File: src/rtl/fifo_wr_arbiter.sv
// Round-robin arbiter sharing one FIFO write port among NUM_REQ valid/ready producers.
// Grants last up to BURST_MAX beats and hand over with no bubble; stalls on fifo_full are counted.
module fifo_wr_arbiter #(
    parameter int NUM_REQ   = 4,
    parameter int DATA_W    = 8,
    parameter int BURST_MAX = 4,
    localparam int ID_W     = (NUM_REQ > 1) ? $clog2(NUM_REQ) : 1,
    localparam int BC_W     = $clog2(BURST_MAX + 1)
) (
    input  logic                      clk,
    input  logic                      rst,
    input  logic [NUM_REQ-1:0]        req_valid,
    input  logic [NUM_REQ*DATA_W-1:0] req_data,
    output logic [NUM_REQ-1:0]        req_ready,
    input  logic                      fifo_full,
    output logic                      fifo_write_en,
    output logic [DATA_W-1:0]         fifo_data_in,
    output logic                      grant_valid,
    output logic [ID_W-1:0]           grant_id,
    output logic [15:0]               stall_cnt
);
    typedef enum logic {S_IDLE, S_GRANT} state_t;

    state_t            r_state;
    logic [ID_W-1:0]   r_owner;
    logic [ID_W-1:0]   r_last_owner;
    logic [BC_W-1:0]   r_beat_cnt;
    logic [15:0]       r_stall_cnt;

    // {found, index}: first valid requester after 'last', wrapping back to 'last' itself.
    function automatic logic [ID_W:0] rr_pick(input logic [NUM_REQ-1:0] v,
                                              input logic [ID_W-1:0]   last);
        logic [ID_W:0] res;
        int            idx;
        res = '0;
        for (int i = NUM_REQ; i >= 1; i--) begin
            idx = (int'(last) + i) % NUM_REQ;
            if (v[idx]) res = {1'b1, ID_W'(idx)};
        end
        return res;
    endfunction

    logic              w_grant;
    logic              w_own_valid;
    logic              w_xfer;
    logic              w_release;
    logic [ID_W:0]     w_pick_idle;
    logic [ID_W:0]     w_pick_rel;

    assign w_grant     = (r_state == S_GRANT);
    assign w_own_valid = req_valid[r_owner];
    assign w_xfer      = w_grant && w_own_valid && !fifo_full;
    assign w_release   = w_grant && ((w_xfer && (r_beat_cnt == BC_W'(BURST_MAX - 1))) || !w_own_valid);
    assign w_pick_idle = rr_pick(req_valid, r_last_owner);
    assign w_pick_rel  = rr_pick(req_valid, r_owner);

    // Outputs are forced to zero while reset is asserted, even before the reset edge lands.
    assign req_ready     = (!rst && w_grant && !fifo_full) ? (NUM_REQ'(1) << r_owner) : '0;
    assign fifo_write_en = !rst && w_xfer;
    assign fifo_data_in  = rst ? '0 : req_data[r_owner*DATA_W +: DATA_W];
    assign grant_valid   = !rst && w_grant;
    assign grant_id      = rst ? '0 : r_owner;
    assign stall_cnt     = rst ? '0 : r_stall_cnt;

    always_ff @(posedge clk) begin
        if (rst) begin
            r_state      <= S_IDLE;
            r_owner      <= '0;
            r_last_owner <= ID_W'(NUM_REQ - 1);
            r_beat_cnt   <= '0;
            r_stall_cnt  <= '0;
        end else begin
            case (r_state)
                S_IDLE: begin
                    if (w_pick_idle[ID_W]) begin
                        r_state    <= S_GRANT;
                        r_owner    <= w_pick_idle[ID_W-1:0];
                        r_beat_cnt <= '0;
                    end
                end
                S_GRANT: begin
                    if (w_xfer) r_beat_cnt <= r_beat_cnt + 1'b1;
                    if (fifo_full && w_own_valid && r_stall_cnt != 16'hFFFF)
                        r_stall_cnt <= r_stall_cnt + 16'd1;
                    // Hand over in the same cycle; the old owner only wins back if alone.
                    if (w_release) begin
                        r_last_owner <= r_owner;
                        r_beat_cnt   <= '0;
                        if (w_pick_rel[ID_W]) r_owner <= w_pick_rel[ID_W-1:0];
                        else                  r_state <= S_IDLE;
                    end
                end
                default: r_state <= S_IDLE;
            endcase
        end
    end
endmodule

File: config.mk
export PLATFORM = sky130hd
export DESIGN_NAME = fifo_wr_arbiter
export DESIGN_NICKNAME = d
export VERILOG_FILES = /design/src/rtl/fifo_wr_arbiter.sv
export SDC_FILE = /design/constraint.sdc
export NUM_CORES = 1
export LEC_CHECK = 0
export CORE_AREA = 2 2 71 73
export CTS_BUF_LIST = sky130_fd_sc_hd__clkbuf_4
export DETAILED_ROUTE_END_ITERATION = 16
export DIE_AREA = 0 0 73 75
export PLACE_DENSITY = 0.85
export REMOVE_ABC_BUFFERS = 1
export SKIP_CTS_REPAIR_TIMING = 1
export SLEW_MARGIN = 20
export SYNTH_ARGS = -nofsm -noshare
export SYNTH_HDL_FRONTEND = slang
export SYNTH_SLANG_ARGS = --single-unit
File: constraint.sdc
create_clock -name clk -period 2.5 [get_ports clk]
set_input_delay 0.5 -clock clk [delete_from_list [all_inputs] [get_ports clk]]
set_output_delay 0.5 -clock clk [all_outputs]
set_load 0.1 [all_outputs]
=== Yosys cells after proc, flatten, opt, wreduce, memory -nomap -nowiden ===
Cells that the tools add are included.

* Register bits after elaboration: 24
* Latch bits: 0
* Memory bits (writable): 0
* Memory bits (read-only): 0
* Bits of input ports: 39
* Output and inout port bits: 32
* Memories kept: 0

* $add $sub $neg: 10
* Multipliers: 0
* Divide/modulo/power cells: 0
* Order comparisons: 9
* Equal/unequal tests: 6
* Shifts and indexed selects: 2
* Mux-type cells: 50
* Bitwise logic cells: 9
* Reductions and logical operators: 25

{| class="wikitable"
|+ Operator list
! operator !! count
|-
| $mux W3 || 11
|-
| $lt A3 B4 Y1 const B || 8
|-
| $shiftx A32 B6 Y8 || 1
|-
| $mux W1 || 20
|-
| $bmux W1 S2 || 9
|-
| $add A16 B1 Y16 const B || 1
|-
| $mux W16 || 1
|-
| $ne A16 B16 Y1 const B || 1
|-
| $reduce_or A2 Y1 || 8
|-
| $logic_and A1 B1 Y1 || 9
|-
| $add A2 B1 Y2 const B || 4
|-
| $add A2 B2 Y2 const B || 4
|-
| $and A1 B1 Y1 const A || 8
|-
| $mux W2 || 4
|-
| $mux W8 || 1
|-
| $pmux W3 S2 || 1
|-
| $reduce_and A2 Y1 || 3
|-
| $mux W4 || 1
|-
| $ne A2 B1 Y1 const B || 2
|-
| $pmux W2 S2 || 1
|-
| $shl A1 B2 Y4 const A || 1
|-
| $add A3 B1 Y3 const B || 1
|-
| $eq A3 B2 Y1 const B || 1
|-
| $logic_not A1 Y1 || 3
|-
| other kinds (7) || 7
|}

=== Logic depth before layout (Yosys ltp) ===
Gate-level depths: netlist of run 1.

* Word-level depth: 13
* Mapped depth: 8
* Gate-level depth less buffers: 7

=== Worst setup path before layout of run 1 ===
No wires, ideal clock.

* Path type: register to output
* From: register r_state
* To: output fifo_write_en
* Arrival time: 3.000 ns
* Data required time: 2.000 ns
* Path slack: -1.000 ns
* Stages on the path, launching flop included: 4
* Path buffers: 1
* Path through: dfxtp_1 -> clkbuf_1 -> nor2b_1 -> and3_1

* Longest elaborated chain between the ends: 3

{| class="wikitable"
|+ Ends and longest elaborated chain
! what !! RTL line !! RTL
|-
| start: declaration || 24 || <nowiki>state_t r_state;</nowiki>
|-
| start signal: assignment || 67 || <nowiki>r_state <= S_IDLE;</nowiki>
|-
| start signal: assignment || 76 || <nowiki>r_state <= S_GRANT;</nowiki>
|-
| start signal: assignment || 90 || <nowiki>else r_state <= S_IDLE;</nowiki>
|-
| $logic_and A1 B1 Y1 (2 in series) || 52 || <nowiki>assign w_xfer = w_grant && w_own_valid && !fifo_full;</nowiki>
|-
| $logic_and A1 B1 Y1 || 59 || <nowiki>assign fifo_write_en = !rst && w_xfer;</nowiki>
|-
| end: declaration || 16 || <nowiki>output logic fifo_write_en,</nowiki>
|}

No other way between the ends.

=== Worst setup path in the final report of run 1 ===
* From: input req_valid[3]
* To: output fifo_write_en

* Longest elaborated chain between the ends: 5

{| class="wikitable"
|+ Ends and longest elaborated chain
! what !! RTL line !! RTL
|-
| start: declaration || 12 || <nowiki>input logic [NUM_REQ-1:0] req_valid,</nowiki>
|-
| $bmux W1 S2 || 51 || <nowiki>assign w_own_valid = req_valid[r_owner];</nowiki>
|-
| $mux W1 (implied by the code) || 51 ||
|-
| $logic_and A1 B1 Y1 (2 in series) || 52 ||
|-
| $logic_and A1 B1 Y1 || 59 ||
|}

No other way between the ends. The select of a mux whose other input is x is not followed.

==> results of run 1 <==
==> cell type report <==
cell class	instances	area, µm²	area share
Clock buffer	3	22.5	0.00725
Multi-Input combinational cell	183	1330	0.429
Clock inverter	1	3.75	0.00121
Inverter	11	41.3	0.0133
Timing Repair Buffer	85	1160	0.373
Sequential cell	24	482	0.155
Tap cell	54	67.6	0.0217
==> state kept, by name (all words and copies together) (netlist names) <==
signal,cells
r_state,1
r_beat_cnt,3
r_stall_cnt,16
r_last_owner,2
r_owner,2
==> layout by cell type (no fill, tap or decap), types with 5 or more instances in the layout <==
cell type        count
o21ai_0             10
nor2_1              14
buf_4               13
ha_1                 7
inv_1               11
clkdlybuf4s50_1     38
mux2i_1              6
and3_1               5
and2_1              10
nand2_1             25
nor3_1               8
nand3_1              6
or4_1                7
a21oi_1              6
dfxtp_1             23
buf_12              34
nor2b_1             17
mux4_2               9
==> synth_stat cells (all sizes together) (2+ instances only) <==
cell / instances / area, µm²
a211oi: 2 / 15.0
a21oi: 6 / 30.0
a221oi: 2 / 17.5
a31oi: 2 / 12.5
and2: 11 / 71.3
and3: 5 / 31.3
buf: 5 / 25.0
clkbuf: 10 / 37.5
dfxtp: 24 / 480
ha: 7 / 87.6
inv: 11 / 41.3
mux2: 2 / 26.3
mux2i: 6 / 60.1
mux4: 9 / 203
nand2: 25 / 93.8
nand2b: 4 / 25.0
nand3: 6 / 30.0
nand4: 5 / 37.5
nor2: 15 / 58.8
nor2b: 17 / 106
nor3: 8 / 40.0
o211ai: 4 / 35.0
o21ai: 12 / 71.3
or3: 4 / 25.0
or4: 7 / 52.6
xnor2: 4 / 35.0
xor2: 3 / 26.3
==> kinds of logic (layout without fill, tap and decap cells) <==
group / after synthesis / count (layout)
AND/OR/NAND/NOR: 111 / 111
AO/OA/AOI/OAI: 41 / 41
buffers and inverters: 26 / 100
flip-flops: 24 / 24
XOR/XNOR: 7 / 7
multiplexers: 17 / 17
adder cells (fa/ha/maj): 7 / 7
==> metrics by stage <==
stage	setup slack [ns]	setup TNS, ns	area (µm²)
6_report	0.0624	0	3110
5_1_grt	0.0328	0	3110
4_1_cts	0.0519	0	3110
3_5_place_dp	0.0369	0	3080
3_3_place_gp	0.104	0	3080
2_1_floorplan	-0.937	-4.77	1850
==> per-layer routing <==
metal	up-vias	wire (µm)	track usage
met5	-	0	0
met4	0	65	0.0638
met3	6	505	0.0602
met2	101	2610	0.363
met1	918	2020	0.229
li1	996	-	-
==> worst register-to-register path: cells and delay by family (launching register included) <==
family             cells  cell delay, ns
DFF                    1            0.45
and+or+nand+nor        3            0.96
muxes                  1            0.31
AOI/OAI and AO/OA      1            0.27
==> worst paths after layout <==
kind         cells after the start        endpoint  slack (ns)
max                              4   fifo_write_en        0.06
min reg2reg                      2   r_beat_cnt[2]        0.47
min                              2   r_beat_cnt[2]        0.47
max reg2reg                      5  r_stall_cnt[5]        0.42
==> report_power, final <==
part           internal (mW)  switching (mW)  total, mW
clock network         0.0583           0.119      0.177
registers              0.403          0.0306      0.433
logic                  0.376           0.477      0.853
total                  0.837           0.626       1.46
==> results.sh, run 1 <==
export IMPL_async_reset_ff_frac=0
export IMPL_fillers=356
export IMPL_grt_max_degree=24
export IMPL_finalClockSkew_ns=0.00317
export IMPL_ys_seq_area_frac=0.251
export IMPL_wirelength_mm=5.20
export IMPL_core_um2=4660
export IMPL_rows=25
export IMPL_layout_nets=354
export IMPL_pin_count=71
export IMPL_rsz0062_at_grt="false"
export IMPL_worstSetupEndpointType="primary output"
export IMPL_antenna_found_initial=0
export IMPL_antenna_left=0
export IMPL_placed_cells=357
export IMPL_fin_crit_ns=2.44
export IMPL_ys_warn_count=0
export IMPL_worst_r2r_startpoint="r_stall_cnt[6]"
export IMPL_synth_edf_count=0
export IMPL_irDropWorstVdd_mv=0.309
export IMPL_cp_max_fo=5
export IMPL_fin_crit_sh=0.975
export IMPL_n_antenna_cell=0
export IMPL_grt_pass1_wl_mm=8.65
export IMPL_crit_required_ns=2.00
export IMPL_worst_slew_pin_slew_ns=0.509
export IMPL_whs_ns=0.468
export IMPL_synth_seq_cells=24
export IMPL_drive_above_1_share=0.215
export IMPL_crit_family="buffers and inverters"
export IMPL_first_pass_iters=4
export IMPL_numCtsBuffers=3
export IMPL_critPathArrivalTime_ns=1.94
export IMPL_num_vias=2021
export IMPL_synth_cell_types=53
export IMPL_synth_compound_area_frac=0.151
export IMPL_synth_top_family_by_area="simple AND/OR/NAND/NOR gates"
export IMPL_start_util=0.411
export IMPL_crit_type="input port to primary output"
export IMPL_clock_fmax_ghz=0.410
export IMPL_cts_max_path_buffers=2
export IMPL_fin_total_pwr_mw=1.46
export IMPL_min_path_type="register to register"
export IMPL_port_buffers=70
export IMPL_ys_dominant_reg_cell="dfxtp_1"
export IMPL_mappedNetlistArea_um2=1920
export IMPL_post_dp_hpwl_mm=4.26
export IMPL_hold_viol=0
export IMPL_crit_buf_inv=2
export IMPL_grt_ovfl_total=0
export IMPL_cellPowerDensity_nw_per_um2=471
export IMPL_die_h_um=75
export IMPL_max_slew_margin=0.658
export IMPL_first_global_vias=1914
export IMPL_die_area_um2=5480
export IMPL_crit_path_start_kind="input port"
export IMPL_place_congestion=0.817
export IMPL_slowest_delay_ns=0.57
export IMPL_wire_per_inst_um=14.4
export IMPL_finalSetupViolCount=0
export IMPL_drc=0
export IMPL_syn_inst=233
export IMPL_drv_cap=0
export IMPL_maxSlewViolCount=0
export IMPL_syn_to_final_growth_pct=62.2
export IMPL_die_w_um=73
export IMPL_hold_path_startpoint="r_beat_cnt[2]"
export IMPL_clk_pin_slew_worst_paths_ns=0.13
export IMPL_synth_xor_area_frac=0.0320
export IMPL_htreeDepth=1
export IMPL_grt_use_total=0.202
export IMPL_clk_insertion_delay_late_ns=0.31
export IMPL_synth_simple_area_share=0.315
export IMPL_cts_sinks=24
export IMPL_status="completed"
export IMPL_startpoint="req_valid[3]"
export IMPL_crit_slowest_cell="mux4_2"
export IMPL_drt_iter0_markers=153
export IMPL_synth_fa_ha_area_frac=0.0457
export IMPL_cts_tree="built"
export IMPL_cts_root_buffer="clkbuf_4"
export IMPL_via_per_inst=5.60
export IMPL_stdcell_count=361
export IMPL_cp_cell_sequence="clkdlybuf4s50_1, mux4_2, and3_1, buf_12"
export IMPL_avgSynthCellArea_um2=8.22
export IMPL_leakage_nw=1.20
export IMPL_final_util=0.667
export IMPL_synth_area_mux_share=0.151
Power figures use the tool's default switching activity.
==> inputs of run 2 (changes only) <==
PLACE_DENSITY = 0.88   (was 0.85)
clock period = 2 ns   (was 2.5 ns; I/O delays follow)
==> run 2 against run 1 <==
  * The run now ends with setup timing left
  * Design area up 11%
  * Routed wire length rose by 26%
  * Clock power up 110%
  * Die area unchanged
  * Global-route usage grew 2.9 points
  * Non-clock buffer count is 30 higher
  * Sequential share of layout area shrank 1.3 points
  * Worst hold slack improved by 0.0019 ns
  * Total power increased by 45%
  * Critical path type is now register to primary output
  * Largest cell class is now buffers
  * Largest power group unchanged
  * Highest routed layer unchanged
==> results.sh, run 2 (synthesis results as in run 1) <==
export IMPL_status="complete, but fails checks"
export IMPL_violations="setup timing"
export IMPL_fin_crit_sh=1.08
export IMPL_cts_tree="built"
export IMPL_antenna_found_initial=0
export IMPL_via_per_inst=5.83
export IMPL_rows=25
export IMPL_cts_root_buffer="clkbuf_4"
export IMPL_regMostFlops="r_stall_cnt"
export IMPL_min_path_type="register to register"
export IMPL_crit_family="multiplexers"
export IMPL_first_global_vias=2220
export IMPL_die_h_um=75
export IMPL_cellPowerDensity_nw_per_um2=617
export IMPL_stdcell_count=391
export IMPL_rsz0062_at_grt="true"
export IMPL_mostFrequentLayoutCells="buf_4, buf_12, clkdlybuf4s50_1, nand2_1, dfxtp_1"
export IMPL_finalClockSkew_ns=0.00406
export IMPL_syn_to_final_growth_pct=79.9
export IMPL_hold_depth=2
export IMPL_worst_slew_pin_slew_ns=0.457
export IMPL_r2r_slack_ns=0.05
export IMPL_max_slew_margin=0.693
export IMPL_post_dp_hpwl_mm=4.86
export IMPL_placed_cells=385
export IMPL_cts_sinks=24
export IMPL_whs_ns=0.470
export IMPL_n_antenna_cell=0
export IMPL_final_common_cell="buf_4"
export IMPL_antenna_left=0
export IMPL_cp_cell_sequence="buf_12, mux4_2, and2_4, buf_12"
export IMPL_place_area_um2=3300
export IMPL_start_util=0.411
export IMPL_clk_pin_slew_worst_paths_ns=0.14
export IMPL_min_to="r_beat_cnt[2]"
export IMPL_reg_top3="r_stall_cnt: 16 flops, r_beat_cnt: 3 flops"
export IMPL_crit_buf_inv=2
export IMPL_cp_max_fo=5
export IMPL_pin_count=71
export IMPL_grt_ovfl_total=0
export IMPL_irDropWorstVdd_mv=0.433
export IMPL_critPathArrivalTime_ns=1.76
export IMPL_finalSetupViolCount=11
export IMPL_drt_iter0_markers=174
export IMPL_wire_per_inst_um=16.7
export IMPL_clk_insertion_delay_late_ns=0.33
export IMPL_grt_max_degree=27
export IMPL_crit_path_start_kind="register"
export IMPL_crit_required_ns=1.60
export IMPL_fin_crit_ns=2.16
export IMPL_clock_fmax_ghz=0.463
export IMPL_slowest_delay_ns=0.52
export IMPL_largest_reg_flops=16
export IMPL_stdcell_area_um2=3450
export IMPL_htreeDepth=1
export IMPL_drive_above_1_share=0.329
export IMPL_r2r_end="r_stall_cnt[5]"
export IMPL_die_w_um=73
export IMPL_hold_viol=0
export IMPL_crit_slowest_cell="mux4_2"
export IMPL_rr_worst_depth=6
export IMPL_cts_max_path_buffers=2
export IMPL_grt_pass1_wl_mm=9.92
export IMPL_fin_total_pwr_mw=2.13
export IMPL_die_area_um2=5480
export IMPL_maxSlewViolCount=0
export IMPL_num_vias=2279
export IMPL_numCtsBuffers=3
export IMPL_worst_r2r_startpoint="r_owner[0]"
export IMPL_place_congestion=0.830
export IMPL_first_pass_iters=4
export IMPL_hold_path_startpoint="r_beat_cnt[2]"
export IMPL_core_um2=4660
export IMPL_crit_type="register to primary output"
export IMPL_leakage_nw=1.43
export IMPL_grt_use_total=0.231
export IMPL_worstSetupEndpointType="primary output"
export IMPL_wirelength_mm=6.55
export IMPL_crit_top_cell="buf_12"
export IMPL_layout_nets=384
export IMPL_drv_cap=0
export IMPL_port_buffers=70
export IMPL_worst_slack_ns=-0.162
export IMPL_drc=0
-- run 2: changes by cell type in the layout (fill, tap and decap cells not counted), sizes merged --
cell,delta
buf,+29
bufinv,+1
clkbuf,+1
clkdlybuf4s50,-4
clkinv,-1
dlymetal6s2s,+4
-- run 2: how the worst max path moves through the flow --
stage	startpoint	to	cells after the start
final	r_owner[0]	fifo_data_in[2]	4
after CTS	r_owner[0]	fifo_data_in[2]	4
after floorplan	r_state	fifo_write_en	2
after global routing	r_owner[0]	fifo_data_in[2]	4
after global placement	req_valid[3]	r_owner[1]	6
after detailed placement	req_valid[3]	r_owner[1]	6
-- run 2: metal layers --
layer | vias to the layer above | routed length (µm) | track usage
met5 | - | 0 | 0
li1 | 1053 | - | -
met2 | 124 | 3400 | 0.439
met1 | 1080 | 2440 | 0.244
met4 | 0 | 223 | 0.0885
met3 | 22 | 486 | 0.0576
-- run 2: worst register-to-register path: cells and delay by family, from the launching register on --
family,cells,cell delay [ns]
buf+inv,1,0.18
flops,1,0.43
mux,2,0.88
compound gates,1,0.07
simple gates,2,0.28
-- run 2: final cells by class --
cell class / instances / area, µm²
inverter: 11 / 41.3
timing repair buffer: 115 / 1420
tap: 54 / 67.6
multi-input combinational: 183 / 1370
clock buffer: 3 / 22.5
fill: 295 / 1210
clock inverter: 1 / 30.0
sequential: 24 / 489
-- run 2: power breakdown --
| group | switching [mW] | internal (mW) | total, mW |
|---|---|---|---|
| Clock | 0.161 | 0.203 | 0.364 |
| Sequential | 0.0372 | 0.507 | 0.544 |
| Combinational | 0.650 | 0.568 | 1.22 |
-- run 2: per-stage QoR --
stage | TNS (ns) | setup slack [ns] | utilization
after floorplan | -16.17 | -1.29 | -
after global routing | -1.82 | -0.204 | 0.739
after global placement | -4.32 | -0.230 | 0.708
after detailed placement | -4.99 | -0.287 | 0.708
final | -1.29 | -0.162 | 0.739
after CTS | -3.49 | -0.321 | 0.720
==> inputs of run 3 (changes only) <==
MAX_ROUTING_LAYER = met4   (was default)
==> run 3 against run 2 <==
  * The flow still finishes with violations (setup timing)
  * Setup slack gained 0.0072 ns
  * Register-to-register slack barely moved
  * Sequential share of layout area barely moved
  * Sequential power hardly changed
  * Routed wire length shrank 2.2%
  * Largest power group unchanged
==> results.sh, run 3 (synthesis results as in run 1) <==
export IMPL_reg_top3="r_stall_cnt: 16 flops, r_beat_cnt: 3 flops"
export IMPL_syn_to_final_growth_pct=78.8
export IMPL_wirelength_mm=6.40
export IMPL_switching_share=0.423
export IMPL_p_sw_mw=0.842
export IMPL_drive_above_1_share=0.332
export IMPL_worstSetupEndpointType="primary output"
export IMPL_min_path_type="register to register"
export IMPL_finalClockSkew_ns=0.00239
export IMPL_clk_insertion_delay_late_ns=0.33
export IMPL_worst_slew_pin_slew_ns=0.459
export IMPL_rows=25
export IMPL_fin_crit_ns=2.15
export IMPL_place_congestion=0.842
export IMPL_top_layer="met4"
export IMPL_wire_per_inst_um=16.4
export IMPL_finalSetupViolCount=11
export IMPL_comb_power_share=0.609
export IMPL_numCtsBuffers=3
export IMPL_pin_count=71
export IMPL_hold_viol=0
export IMPL_grt_use_total=0.235
export IMPL_crit_type="register to primary output"
export IMPL_layout_nets=384
export IMPL_grt_pass1_wl_mm=9.78
export IMPL_cts_sinks=24
export IMPL_intPower_mw=1.15
export IMPL_critPathArrivalTime_ns=1.75
export IMPL_cts_root_buffer="clkbuf_4"
export IMPL_die_w_um=73
export IMPL_maxSlewViolCount=0
export IMPL_htreeDepth=1
export IMPL_final_common_cell="buf_4"
export IMPL_fin_crit_sh=1.08
export IMPL_clock_fmax_ghz=0.464
export IMPL_drt_iter0_markers=179
export IMPL_antenna_left=0
export IMPL_cts_max_path_buffers=2
export IMPL_via_per_inst=5.78
export IMPL_wl_met2_mm=3.27
export IMPL_fin_total_pwr_mw=1.99
export IMPL_n_antenna_cell=0
export IMPL_drc=0
export IMPL_cp_max_fo=4
export IMPL_first_pass_iters=4
export IMPL_cellPowerDensity_nw_per_um2=580
export IMPL_met1Wirelength_mm=2.48
export IMPL_clockPowerShare=0.117
export IMPL_grt_ovfl_total=0
export IMPL_mostFrequentLayoutCells="buf_4, buf_12, clkdlybuf4s50_1, nand2_1, dfxtp_1"
export IMPL_num_vias=2260
export IMPL_irDropWorstVdd_mv=0.472
export IMPL_status="complete, but fails checks"
export IMPL_die_area_um2=5480
export IMPL_met3_length_um=455
export IMPL_leakage_nw=1.43
export IMPL_port_buffers=70
export IMPL_max_slew_margin=0.692
export IMPL_largest_reg_flops=16
export IMPL_antenna_found_initial=0
export IMPL_rsz0062_at_grt="true"
export IMPL_regMostFlops="r_stall_cnt"
export IMPL_start_util=0.411
export IMPL_crit_required_ns=1.60
export IMPL_seqPwrFrac=0.274
export IMPL_grt_max_degree=27
export IMPL_pre_cts_ws_ns=-0.325
export IMPL_core_um2=4660
export IMPL_crit_path_start_kind="register"
export IMPL_cts_tree="built"
export IMPL_drv_cap=0
export IMPL_die_h_um=75
export IMPL_first_global_vias=2238
export IMPL_post_dp_hpwl_mm=4.84
export IMPL_worst_slack_ns=-0.155
export IMPL_violations="setup timing"
export IMPL_clk_pin_slew_worst_paths_ns=0.14
-- run 3: cell types whose count changed in the layout (fill, tap and decap cells not counted) --
cell             change
nor2b_1              -2
nor2b_2              +2
bufinv_16            -1
clkdlybuf4s50_1      -1
clkinv_1             +1
dfxtp_2              +1
dfxtp_4              -1
dlymetal6s2s_1       +1
-- run 3: layout make-up --
class	instances	area, µm²
inverters	11	41.3
well taps	54	67.6
clock buffers	3	22.5
repair buffers	115	1430
multi-input cells	183	1380
flip-flops and latches	24	487
clock inverters	1	3.75
fillers	294	1240
-- run 3: critical path: stages (launching register included) --
cell	delay, ns
dfxtp_4	0.43
clkbuf_16	0.16
mux4_2	0.50
and2_4	0.17
buf_12	0.16
-- run 3: power groups by stage --
stage               registers [mW]  logic (mW)  clock network [mW]
floorplan                    0.584       0.603                   0
global route                 0.547        1.27               0.247
CTS                          0.535        1.13               0.236
detailed placement           0.543        1.13                   0
global placement             0.544        1.10                   0
finish                       0.544        1.21               0.232
-- run 3: final timing paths --
path                       from         endpoint  slack (ns)  depth (start not counted)
setup / recovery     r_owner[0]  fifo_data_in[7]       -0.15                          4
hold reg to reg   r_beat_cnt[2]    r_beat_cnt[2]        0.47                          2
setup reg to reg     r_owner[0]       r_owner[0]        0.04                          8
hold / removal    r_beat_cnt[2]    r_beat_cnt[2]        0.47                          2
-- run 3: layer usage --
layer  GRT usage  vias to the layer above
li1            -                     1046
met4       0.105                        0
met1       0.247                     1047
met5           -                        -
met3      0.0482                       22
met2       0.422                      145
-- run 3: metrics by stage --
stage / hold slack, ns / cells / TNS (ns) / area, µm² / utilization
6_report: 0.471 / 391 / -1.18 / 3420 / 0.735
5_1_grt: 0.511 / 391 / -1.63 / 3420 / 0.735
4_1_cts: 0.478 / 389 / -3.42 / 3330 / 0.714
3_5_place_dp: 0.460 / 385 / -5.35 / 3300 / 0.708
3_3_place_gp: 0.438 / 385 / -4.32 / 3300 / 0.708
2_1_floorplan: 0.426 / 218 / -16.17 / 1850 / -
